`config.mk`:
```
export PLATFORM = sky130hd
export DESIGN_NAME = keypad_entry_ctrl
export DESIGN_NICKNAME = d
export VERILOG_FILES = /design/src/rtl/keypad_pkg.sv /design/src/rtl/keycode_to_digit.sv /design/src/rtl/keypad_entry_ctrl.sv
export SDC_FILE = /design/constraint.sdc
export NUM_CORES = 1
export LEC_CHECK = 0
export CAP_MARGIN = 20
export CELL_PAD_IN_SITES_DETAIL_PLACEMENT = 0
export CELL_PAD_IN_SITES_GLOBAL_PLACEMENT = 2
export CORE_ASPECT_RATIO = 1.5
export CORE_UTILIZATION = 29
export CTS_CLUSTER_DIAMETER = 120
export DETAILED_ROUTE_END_ITERATION = 8
export PLACE_DENSITY = 0.9
export SYNTH_ARGS = -nofsm -noshare
export SYNTH_HDL_FRONTEND = slang
export SYNTH_SLANG_ARGS = --single-unit
export TNS_END_PERCENT = 30
```
`constraint.sdc`:
```
create_clock -name clk -period 3.75 [get_ports clk]
set_clock_uncertainty 0.05 [all_clocks]
set_input_delay 0.375 -clock clk [delete_from_list [all_inputs] [get_ports clk]]
set_output_delay 0.375 -clock clk [all_outputs]
set_load 0.05 [all_outputs]
```
`src/rtl/keypad_pkg.sv`:
```
// Shared types and PS/2 set-2 scan codes for the keypad entry controller.
package keypad_pkg;

  // Controller state, encoded so the LED driver can show it directly.
  typedef enum logic [1:0] {
    IDLE  = 2'd0,
    ENTRY = 2'd1,
    DONE  = 2'd2
  } state_e;

  // One BCD digit.
  typedef logic [3:0] bcd_t;

  // Numpad digit scan codes, {extended bit, set-2 code}.
  localparam logic [8:0] SC_NUM0 = 9'h070;
  localparam logic [8:0] SC_NUM1 = 9'h069;
  localparam logic [8:0] SC_NUM2 = 9'h072;
  localparam logic [8:0] SC_NUM3 = 9'h07A;
  localparam logic [8:0] SC_NUM4 = 9'h06B;
  localparam logic [8:0] SC_NUM5 = 9'h073;
  localparam logic [8:0] SC_NUM6 = 9'h074;
  localparam logic [8:0] SC_NUM7 = 9'h06C;
  localparam logic [8:0] SC_NUM8 = 9'h075;
  localparam logic [8:0] SC_NUM9 = 9'h07D;

  // Editing and command keys; numpad ENTER carries the extended prefix.
  localparam logic [8:0] SC_BKSP  = 9'h066;
  localparam logic [8:0] SC_ESC   = 9'h076;
  localparam logic [8:0] SC_ENTER = 9'h15A;

endpackage

```
`src/rtl/keycode_to_digit.sv`:
```
// Combinational scan-code classifier: maps a key code to a digit or command.
module keycode_to_digit
  import keypad_pkg::*;
#(
  parameter int MAX_DIGIT = 9
) (
  input  logic [8:0] keyCode_i,
  output logic       isDigit_o,
  output bcd_t       digit_o,
  output logic       isBksp_o,
  output logic       isEsc_o,
  output logic       isEnter_o
);

  logic rawHit;
  bcd_t rawDigit;

  // Look up the code; digits above MAX_DIGIT are treated as unknown keys.
  always_comb begin
    rawHit    = 1'b1;
    rawDigit  = 4'd0;
    isBksp_o  = 1'b0;
    isEsc_o   = 1'b0;
    isEnter_o = 1'b0;
    case (keyCode_i)
      SC_NUM0:  rawDigit = 4'd0;
      SC_NUM1:  rawDigit = 4'd1;
      SC_NUM2:  rawDigit = 4'd2;
      SC_NUM3:  rawDigit = 4'd3;
      SC_NUM4:  rawDigit = 4'd4;
      SC_NUM5:  rawDigit = 4'd5;
      SC_NUM6:  rawDigit = 4'd6;
      SC_NUM7:  rawDigit = 4'd7;
      SC_NUM8:  rawDigit = 4'd8;
      SC_NUM9:  rawDigit = 4'd9;
      SC_BKSP:  begin rawHit = 1'b0; isBksp_o  = 1'b1; end
      SC_ESC:   begin rawHit = 1'b0; isEsc_o   = 1'b1; end
      SC_ENTER: begin rawHit = 1'b0; isEnter_o = 1'b1; end
      default:  rawHit = 1'b0;
    endcase
    isDigit_o = rawHit && (int'(rawDigit) <= MAX_DIGIT);
    digit_o   = rawDigit;
  end

endmodule

```
`src/rtl/keypad_entry_ctrl.sv`:
```
// Numeric entry controller: collects keypad digits into a right-aligned BCD
// buffer with backspace/clear, and latches the value on commit.
module keypad_entry_ctrl
  import keypad_pkg::*;
#(
  parameter int NUM_DIGITS = 4,
  parameter int MAX_DIGIT  = 9,
  parameter int CNT_W      = $clog2(NUM_DIGITS + 1)
) (
  input  logic                    clk,
  input  logic                    rst,
  input  logic                    key_valid,
  input  logic                    key_make,
  input  logic [8:0]              key_code,
  input  logic                    control_btn,
  input  logic                    finish_btn,
  output logic [4*NUM_DIGITS-1:0] digits_bcd,
  output logic [NUM_DIGITS-1:0]   blank_mask,
  output logic [CNT_W-1:0]        digit_count,
  output logic [4*NUM_DIGITS-1:0] committed_bcd,
  output logic                    commit_pulse,
  output logic                    overflow,
  output logic [1:0]              state
);

  localparam int BUF_W = 4 * NUM_DIGITS;
  localparam logic [CNT_W-1:0] COUNT_FULL = CNT_W'(NUM_DIGITS);

  state_e             state_q, state_d;
  logic [BUF_W-1:0]   digits_q, digits_d;
  logic [BUF_W-1:0]   committed_q, committed_d;
  logic [CNT_W-1:0]   count_q, count_d;
  logic               commitPulse_q, commitPulse_d;
  logic               overflow_q, overflow_d;
  logic               ctrlBtn_q, finBtn_q;

  logic ctrlEdge, finEdge, keyEvent;
  logic isDigit, isBksp, isEsc, isEnter;
  bcd_t keyDigit;

  keycode_to_digit #(
    .MAX_DIGIT (MAX_DIGIT)
  ) u_decode (
    .keyCode_i (key_code),
    .isDigit_o (isDigit),
    .digit_o   (keyDigit),
    .isBksp_o  (isBksp),
    .isEsc_o   (isEsc),
    .isEnter_o (isEnter)
  );

  assign ctrlEdge = control_btn & ~ctrlBtn_q;
  assign finEdge  = finish_btn & ~finBtn_q;
  assign keyEvent = key_valid & key_make;

  // Push a new digit into position 0, moving the others up one place.
  function automatic logic [BUF_W-1:0] shiftIn(input logic [BUF_W-1:0] cur,
                                               input bcd_t d);
    logic [BUF_W-1:0] r;
    r      = '0;
    r[3:0] = d;
    for (int i = 1; i < NUM_DIGITS; i++) r[4*i +: 4] = cur[4*(i-1) +: 4];
    return r;
  endfunction

  // Drop digit 0, moving the others down and zero-filling the top digit.
  function automatic logic [BUF_W-1:0] shiftOut(input logic [BUF_W-1:0] cur);
    logic [BUF_W-1:0] r;
    r = '0;
    for (int i = 0; i < NUM_DIGITS - 1; i++) r[4*i +: 4] = cur[4*(i+1) +: 4];
    return r;
  endfunction

  // Next-state logic; priority is control edge, then finish edge, then key.
  always_comb begin
    state_d       = state_q;
    digits_d      = digits_q;
    committed_d   = committed_q;
    count_d       = count_q;
    overflow_d    = overflow_q;
    commitPulse_d = 1'b0;
    case (state_q)
      IDLE: begin
        if (ctrlEdge) begin
          state_d    = ENTRY;
          digits_d   = '0;
          count_d    = '0;
          overflow_d = 1'b0;
        end
      end
      ENTRY: begin
        if (ctrlEdge) begin
          state_d  = IDLE;
          digits_d = '0;
          count_d  = '0;
        end else if (finEdge || (keyEvent && isEnter)) begin
          state_d       = DONE;
          committed_d   = digits_q;
          commitPulse_d = 1'b1;
        end else if (keyEvent) begin
          if (isDigit) begin
            if (count_q < COUNT_FULL) begin
              digits_d = shiftIn(digits_q, keyDigit);
              count_d  = count_q + CNT_W'(1);
            end else begin
              overflow_d = 1'b1;
            end
          end else if (isBksp) begin
            if (count_q != '0) begin
              digits_d = shiftOut(digits_q);
              count_d  = count_q - CNT_W'(1);
            end
          end else if (isEsc) begin
            digits_d   = '0;
            count_d    = '0;
            overflow_d = 1'b0;
          end
        end
      end
      DONE: begin
        if (ctrlEdge) begin
          state_d    = ENTRY;
          digits_d   = '0;
          count_d    = '0;
          overflow_d = 1'b0;
        end
      end
      default: state_d = IDLE;
    endcase
  end

  // State and button-history registers with synchronous reset.
  always_ff @(posedge clk) begin
    if (rst) begin
      state_q       <= IDLE;
      digits_q      <= '0;
      committed_q   <= '0;
      count_q       <= '0;
      commitPulse_q <= 1'b0;
      overflow_q    <= 1'b0;
      ctrlBtn_q     <= 1'b0;
      finBtn_q      <= 1'b0;
    end else begin
      state_q       <= state_d;
      digits_q      <= digits_d;
      committed_q   <= committed_d;
      count_q       <= count_d;
      commitPulse_q <= commitPulse_d;
      overflow_q    <= overflow_d;
      ctrlBtn_q     <= control_btn;
      finBtn_q      <= finish_btn;
    end
  end

  // Blank every display position at or above the registered digit count.
  always_comb begin
    for (int i = 0; i < NUM_DIGITS; i++) blank_mask[i] = (i >= int'(count_q));
  end

  assign digits_bcd    = digits_q;
  assign digit_count   = count_q;
  assign committed_bcd = committed_q;
  assign commit_pulse  = commitPulse_q;
  assign overflow      = overflow_q;
  assign state         = state_q;

endmodule

```
* Word-level counts from Yosys, hierarchy flattened
Cells that the tools add are included.
Operators by class: add/subtract/negate cells 2, multipliers 0, divide/modulo/power cells 0, $lt $le $gt $ge 6, equal/unequal tests 28, shift-type cells 0, mux-type cells 39, bitwise logic cells 7, reductions and logical operators 13
Operators by type and width (count):
- 16-bit two-way mux | 9
- 9-bit by 7-bit == test with 1-bit output (second input constant) | 12
- 4-bit one-hot mux with 9 select lines | 1
- 16-bit one-hot mux with 2 select lines | 1
- 3-bit two-way mux | 9
- 3-bit != test (second input constant) | 6
- 1-bit two-way mux | 13
- 5-bit != test (second input constant) | 2
- 10-bit OR reduction | 1
- 9-bit == test (second input constant) | 1
- 8-bit AND reduction | 1
- 7-bit AND reduction | 1
- 1-bit by 3-bit greater-or-equal comparator with 1-bit output (first input constant) | 2
- 2-bit by 3-bit greater-or-equal comparator with 1-bit output (first input constant) | 2
- 2-bit two-way mux | 3
- 2-bit != test (second input constant) | 3
- 3-bit one-hot mux with 2 select lines | 1
- 4-bit <= comparator (second input constant) | 1
- 4-bit != test (second input constant) | 1
- 1-bit inverter | 4
- 2-bit one-hot mux with 2 select lines | 1
- 3-bit by 1-bit adder with 3-bit output (second input constant) | 1
- 1-bit AND | 3
- 3-bit < comparator (second input constant) | 1
- 14 further kinds | 15
Storage, ports and cells: flip-flop bits (word level) 41, bits in latches 0, bits in writable memories 0, ROM bits 0, input bits 15, output and inout port bits 43, word-level logic and storage cells 103, memories kept 0

* Logic depth before layout (Yosys ltp)
Gate-level depths: netlist of run 1.
depth after elaboration 9, mapped depth 8, depth with buffers taken out 7

* Hierarchy
Synthesis of run 1 repeated with hierarchy kept, for this count alone.
Second synthesis, totals: cell total of the unflattened synthesis 223, area total of the unflattened synthesis 2107.0 µm²
By module, submodules not included:
- keypad_entry_ctrl | instances 1, cells an instance 183, area each 1835.5 µm², seq. area each 820.8 µm²
- keycode_to_digit | instances 1, cells an instance 40, area each 271.5 µm², seq. area each 0.0 µm²

* Worst setup path after synthesis of run 1
Ideal clock, no wire load.
path kind reg2reg, start point register count_q[0], in the netlist digit_count[0], end point register count_q[0], in the netlist digit_count[0], library setup time 70 ps, data arrival time 2387 ps, required time 3630 ps, setup slack 1243 ps, cell stages (with the launch flop) 8, buffers on the path 0, clock period less this slack 2507 ps, cell sequence dfxtp_1 inv_1 ha_1 a2111oi_0 o211a_1 o221ai_2 or4_1 a21oi_1
Between the ends: word-level cells in the longest chain between the ends 8, elaborated cells on any way between the ends 15, classes of those cells add/sub: 2; order compare: 1; eq/ne: 2; mux: 8; reduce/logical: 2
Ends and longest elaborated chain:
- start, declared | line keypad_entry_ctrl.sv:32 | logic [CNT_W-1:0] count_q, count_d;
- start signal, assigned | line keypad_entry_ctrl.sv:147 | count_q <= count_d;
- 3-bit by 1-bit subtractor with 3-bit output | line keypad_entry_ctrl.sv:111 | count_d = count_q - CNT_W'(1);
- 3-bit two-way mux | line keypad_entry_ctrl.sv:109 | if (count_q != '0) begin
- 3-bit two-way mux | line keypad_entry_ctrl.sv:108 | end else if (isBksp) begin
- 3-bit two-way mux | line keypad_entry_ctrl.sv:101 | if (isDigit) begin
- 3-bit two-way mux | line keypad_entry_ctrl.sv:100 | end else if (keyEvent) begin
- 3-bit two-way mux | line keypad_entry_ctrl.sv:96 | end else if (finEdge || (keyEvent && isEnter)) begin
- 3-bit two-way mux | line keypad_entry_ctrl.sv:92 | if (ctrlEdge) begin
- 3-bit one-hot mux with 2 select lines | line keypad_entry_ctrl.sv:82 | case (state_q)
Several ways; a longest one is shown, not always the timed one. The select of a mux whose other input is x is not followed. A chain may end at the register's enable or synchronous reset.

* Worst setup path after layout of run 1
start point input key_code[0], end point register count_q[0], in the netlist digit_count[0]
Between the ends: word-level cells in the longest chain between the ends 9, elaborated cells on any way between the ends 34, classes of those cells order compare: 1; eq/ne: 17; mux: 11; reduce/logical: 5
Ends and longest elaborated chain:
- start, declared | line keypad_entry_ctrl.sv:14 | input logic [8:0] key_code,
- 9-bit by 7-bit == test with 1-bit output | line keycode_to_digit.sv:25 | case (keyCode_i)
- 4-bit one-hot mux with 9 select lines / 10-bit OR reduction (equally long branches)
- 4-bit <= comparator / 1-bit two-way mux (equally long branches) | line keycode_to_digit.sv:41, keycode_to_digit.sv:25
- 1-bit logical AND | line keycode_to_digit.sv:41 | isDigit_o = rawHit && (int'(rawDigit) <= MAX_DIGIT);
- 3-bit two-way mux | line keypad_entry_ctrl.sv:101
- 3-bit two-way mux | line keypad_entry_ctrl.sv:100
- 3-bit two-way mux | line keypad_entry_ctrl.sv:96
- 3-bit two-way mux | line keypad_entry_ctrl.sv:92
- 3-bit one-hot mux with 2 select lines | line keypad_entry_ctrl.sv:82
Several ways; a longest one is shown, not always the timed one. The select of a mux whose other input is x is not followed.

==> metrics.txt, run 1 <==
run status finished clean; HP Class flop to flop; Worst Hold Endpoint committed_bcd[14]$_SDFFE_PP0P_; final hold violation count 0; Peak VDD IR between 0.15 and 0.2 mV; XOR/XNOR Fraction of Synth Area 0.00812; FILL cells about 800; CTS tree built; CTS buffer count 5; Die Y 108 µm; P_sw roughly 0.00024 W; FMAX roughly 0.37 GHz; post-route non-filler standard cell count ~420; max-slew violations 0; hold_sp committed_bcd[14]$_SDFFE_PP0P_; Root Buffer clkbuf_8; DRT antenna net count 0; number of diodes 0; Placed Cells approximately 400; Synth Flop Type dfxtp_1; Final min period about 2.7 ns; Total GRT Usage 0.163; gate count after technology mapping 269; count leader, synth nand2_1; Internal 0.000654 W; H-tree level count 2; gpl congestion just under 0.8; Slew @ Worst Pin a little under 0.7 ns; initial antenna violation count 0; clk sinks a little over 40; core footprint a little over 7000 µm²; Post-synth EDFFs 0; first-pass GRT wire length 9980 µm; Synthesized Nets slightly below 300; port bufs 57; total gr overflow 0; Seq cells post-synth 41; FFs w/ async S/R, synth 0; Final Cycle Share 0.725; crit end category flop; crit start category primary input; die area roughly 7800 µm²; effective utilization at floorplan 0.299; Hold Buf Count CTS 0; Synth top cells by count nand2_1 (45), dfxtp_1 (41), a21oi_1 (27); initial drt markers 154; RSZ-0062 raised after global routing false; Max-Cap Viols 0; mux share of post-synthesis cell area 0.00464; clock network fraction of design power 0.353; Area growth syn-to-layout 34.8%; Synth Warn # 0; number of library cell types mapped by synthesis 45; row cnt 38; Arr. time, crit path between 2 and 3 ns; number of global-route vias before repair around 2000; Setup crit start key_code[0]; Worst EP required slightly below 4 ns; Setup violations, final 0; nets@finish 338; CP max FO 13; Residual DRC 0; leakage power slightly above 0.9 nW; layout cells sized above 1 0.0627; clock slew at reported path FFs roughly 0.080 ns; Flop pwr share 0.497; reg2reg setup slack 1.26 ns; Routed WL 6100 µm; Critical R2R Launch digit_count[0]$_SDFFE_PP0P_; wire length per cell approximately 15 µm; Post-CTS Setup Bufs 0; DR vias 2109; largest family of logic cells by synthesized area simple AND/OR/NAND/NOR gates; FF-to-FF End digit_count[0]$_SDFFE_PP0P_; FF/Latch Area around 800 µm²; synth top area cells dfxtp_1 (38%), nand2_1 (7.8%), a21oi_1 (6.3%); DR vias/cell 5.03; leading area contributor after synthesis dfxtp_1; switching share of power 0.267; Multi-input gate area around 1200 µm²; CP Class primary input to flop; Skew-Pair Late Insertion Delay around 0.29 ns; Synth Area in Adders 0.0290; Top Ports between 50 and 60; post-detail-place hpwl between 4000 and 5000 µm; Yosys top cell area share 0.380; P per Cell Area 307 nW/µm²; DRT Pass-1 Iters 4; largest net degree at the start of global routing 43; Reg2Reg Depth 7; setup TNS 0 ns; Slew Limit Headroom 0.550; combinational share of power 0.150; # resized after CTS 0; simple-gate portion of the synthesized area 0.288; syn_area_per_cell between 8 and 9 µm²; compound-gate portion of the synthesized area 0.241; register area share after synthesis 0.380; Max Root-Sink Buffers 2; hold depth 2; cell area after synthesis 2160 µm²; Die Wd 72.4 µm
==> state kept, by name (all words and copies together) (netlist names) <==
register and flops:
finBtn_q 1, state 2, overflow 1, commit_pulse 1
committed_bcd 16, ctrlBtn_q 1, digit_count 3, digits_bcd 16
==> worst max-delay path, cell delays in order <==
cell and delay, ns:
clkdlybuf4s50_1 0.61, or2_1 0.36, a2111oi_0 0.48, o211a_1 0.25, o221ai_2 0.18, or4_1 0.50
a21oi_1 0.15
==> how the worst max path moves through the flow <==
stage | cells past startpoint | endpoint | slack (ns)
2_1_floorplan | 7 | digit_count[0]$_SDFFE_PP0P_ | 1.24
3_3_place_gp | 7 | digit_count[0]$_SDFFE_PP0P_ | 0.79
3_5_place_dp | 7 | digit_count[0]$_SDFFE_PP0P_ | 0.73
4_1_cts | 7 | digit_count[0]$_SDFFE_PP0P_ | 1.04
5_1_grt | 7 | digits_bcd[0]$_SDFFE_PP0P_ | 0.83
6_report | 7 | digit_count[0]$_SDFFE_PP0P_ | 1.03
==> final cells by class <==
class	instances	share of cell area
flip-flops and latches	41	0.282
clock inverters	1	0.00172
repair buffers	62	0.209
inverters	6	0.00774
well taps	100	0.0430
multi-input cells	202	0.423
clock buffers	7	0.0331
==> power groups by stage <==
stage	registers (W)	logic, W	clock network [W]
finish	0.000443	0.000134	0.000315
global route	0.000444	0.000146	0.000339
CTS	0.000443	0.000134	0.000319
detailed placement	0.000453	0.000134	0
global placement	0.000453	0.000134	0
floorplan	0.000459	0.0000806	0
==> kinds of logic (layout without fill, tap and decap cells) <==
family / count (synthesis) / in the layout
AND/OR/NAND/NOR: 119 / 119
AO/OA/AOI/OAI: 75 / 75
flip-flops: 41 / 41
buffers and inverters: 26 / 76
adder cells (fa/ha/maj): 5 / 5
XOR/XNOR: 2 / 2
multiplexers: 1 / 1
==> placed cells by master, fill, tap and decap left out, drive strengths merged, types with 3 or more instances in the layout <==
cell type      count
a21oi             27
a22oi             10
buf                5
clkbuf             7
clkdlybuf4s50     57
dfxtp             41
ha                 5
inv                6
nand2             45
nand2b             6
nand3              7
nand3b            16
nor2              13
nor2b              7
nor3               8
o21ai              8
o31ai             13
or2                3
or3                4
==> metrics by stage <==
stage / utilization / hold slack, ns / setup WS [ns] / area [µm²] / power (W)
after CTS: 0.403 / 0.408 / 1.04 / 2910 / 0.000896
final: 0.403 / 0.405 / 1.03 / 2910 / 0.000892
after floorplan: - / 0.453 / 1.24 / 2160 / 0.000540
after detailed placement: 0.389 / 0.398 / 0.730 / 2810 / 0.000587
after global routing: 0.403 / 0.427 / 0.826 / 2910 / 0.000928
after global placement: 0.389 / 0.393 / 0.786 / 2810 / 0.000587
==> layer usage <==
| layer | routed length, µm | GRT usage | share of wire |
|---|---|---|---|
| met5 | 0 | 0 | 0 |
| met2 | 3100 | 0.292 | 0.51 |
| met1 | 2700 | 0.195 | 0.44 |
| met3 | 193 | 0.0215 | 0.032 |
| met4 | 108 | 0.0574 | 0.018 |
(Power assumes the default switching activity.)
==> run 2, diff against run 1 <==
CORE_UTILIZATION = 27   (was 29)
PLACE_DENSITY = 0.85   (was 0.9)
clock period = 2.7 ns   (was 3.75 ns; I/O delays follow)
==> metrics.txt, run 2 (synthesis results as in run 1) <==
Max-Cap Viols 0; Die Y 112 µm; Slew Limit Headroom 0.666; Total GRT Usage 0.160; CTS buffer count 5; crit end category flop; max-slew violations 0; clk sinks 41; core footprint about 7700 µm²; most frequent cells in the layout clkdlybuf4s50_1 (57), nand2_1 (45), dfxtp_1 (41); CP cell instances inv_1, ha_1, a2111oi_0, o211a_1, o221ai_2, or4_1, a21oi_1; first-pass GRT wire length around 10000 µm; FMAX around 0.41 GHz; final hold violation count 0; hold_sp committed_bcd[2]$_SDFFE_PP0P_; Worst EP required between 2 and 3 ns; Routed WL between 6000 and 7000 µm; crit start category flop; initial drt markers 106; row cnt 39; largest net degree at the start of global routing 43; nets@finish between 300 and 400; cell at the slowest stage of the critical path or4_1; CTS tree built; Slew @ Worst Pin 0.500 ns; effective utilization at floorplan 0.282; DR vias/cell around 5.0; Worst Hold Endpoint committed_bcd[2]$_SDFFE_PP0P_; CP Class flop to flop; # resized after CTS 0; initial antenna violation count 0; post-detail-place hpwl between 4000 and 5000 µm; number of diodes 0; RSZ-0062 raised after global routing false; Max Root-Sink Buffers 2; Root Buffer clkbuf_16; leakage power approximately 0.98 nW; gpl congestion 0.844; CP max FO 7; crit-path max cell delay about 0.49 ns; most common library cell in the layout ignoring fill and taps clkdlybuf4s50_1; Residual DRC 0; clock slew at reported path FFs around 0.060 ns; Critical R2R Launch digit_count[0]$_SDFFE_PP0P_; layout cells sized above 1 0.0934; reg2reg setup slack 0.23 ns; FF-to-FF End digit_count[0]$_SDFFE_PP0P_; Die Wd approximately 75 µm; H-tree level count 2; wire length per cell about 15 µm; hold depth 2; DRT Pass-1 Iters 4; Peak VDD IR about 0.25 mV; Setup violations, final 0; number of global-route vias before repair roughly 2100; port bufs 57; Final Cycle Share 0.913; Area growth syn-to-layout 41.2%; die area ~8400 µm²; HP Class flop to flop; Hold Buf Count CTS 0; Final min period 2.47 ns; Top Ports between 50 and 60; run status finished clean; Reg2Reg Depth 7; DR vias ~2200; Skew-Pair Late Insertion Delay about 0.28 ns; P per Cell Area about 460 nW/µm²; Post-CTS Setup Bufs 0; Arr. time, crit path 2.63 ns; Final Util 0.398; total gr overflow 0; DRT antenna net count 0; setup TNS 0 ns
==> run 2: changes by cell type in the layout (fill, tap and decap cells not counted), sizes merged <==
cell,delta
clkinv,-1
buf,+13
clkinvlp,+1
==> run 2: routing by layer <==
layer	global-route usage	up-vias	routed length, µm
met1	0.192	1035	2750
met5	0	-	0
met4	0.0642	0	152
met2	0.280	52	3320
li1	-	1090	-
met3	0.0208	11	194
==> run 2: critical path: cells and delay by family (launching register included) <==
family                   cells  cell delay [ns]
adder cells (fa/ha/maj)      1             0.26
buffers and inverters        1             0.14
flip-flops                   1             0.46
AO/OA/AOI/OAI                4             0.99
AND/OR/NAND/NOR              1             0.49
==> run 2: final cells by class <==
class / count / area, µm²
fill: 823 / 4610
multi-input combinational: 202 / 1230
sequential: 41 / 821
timing repair buffer: 75 / 706
clock buffer: 7 / 133
tap: 102 / 128
inverter: 6 / 22.5
clock inverter: 1 / 7.51
==> run 2: worst max-delay path by stage <==
stage                                  end  cells after the start  slack [ns]                   startpoint
2_1_floorplan  digit_count[0]$_SDFFE_PP0P_                      7        0.19  digit_count[0]$_SDFFE_PP0P_
3_3_place_gp   digit_count[0]$_SDFFE_PP0P_                      7        0.09                  key_code[0]
3_5_place_dp   digit_count[0]$_SDFFE_PP0P_                      7        0.06                  key_code[0]
4_1_cts        digit_count[0]$_SDFFE_PP0P_                      7        0.23  digit_count[0]$_SDFFE_PP0P_
5_1_grt        digit_count[0]$_SDFFE_PP0P_                      7        0.09  digit_count[0]$_SDFFE_PP0P_
6_report       digit_count[0]$_SDFFE_PP0P_                      7        0.23  digit_count[0]$_SDFFE_PP0P_
==> run 2: where the power goes <==
part	leakage [nW]	internal (W)	total (W)	switching [W]
Clock	0.0641	0.000343	0.000572	0.000229
Combinational	0.585	0.0000791	0.000200	0.000121
Sequential	0.331	0.000610	0.000617	0.00000687
==> run 2: through the flow <==
step	cell area, µm²	power, W	instances	setup slack, ns	hold WS (ns)
finish	3050	0.00139	434	0.234	0.400
global route	3050	0.00145	434	0.0928	0.418
detailed placement	2910	0.000830	426	0.0573	0.396
floorplan	2160	0.000750	269	0.193	0.348
CTS	3050	0.00140	434	0.230	0.403
global placement	2910	0.000831	426	0.0942	0.393
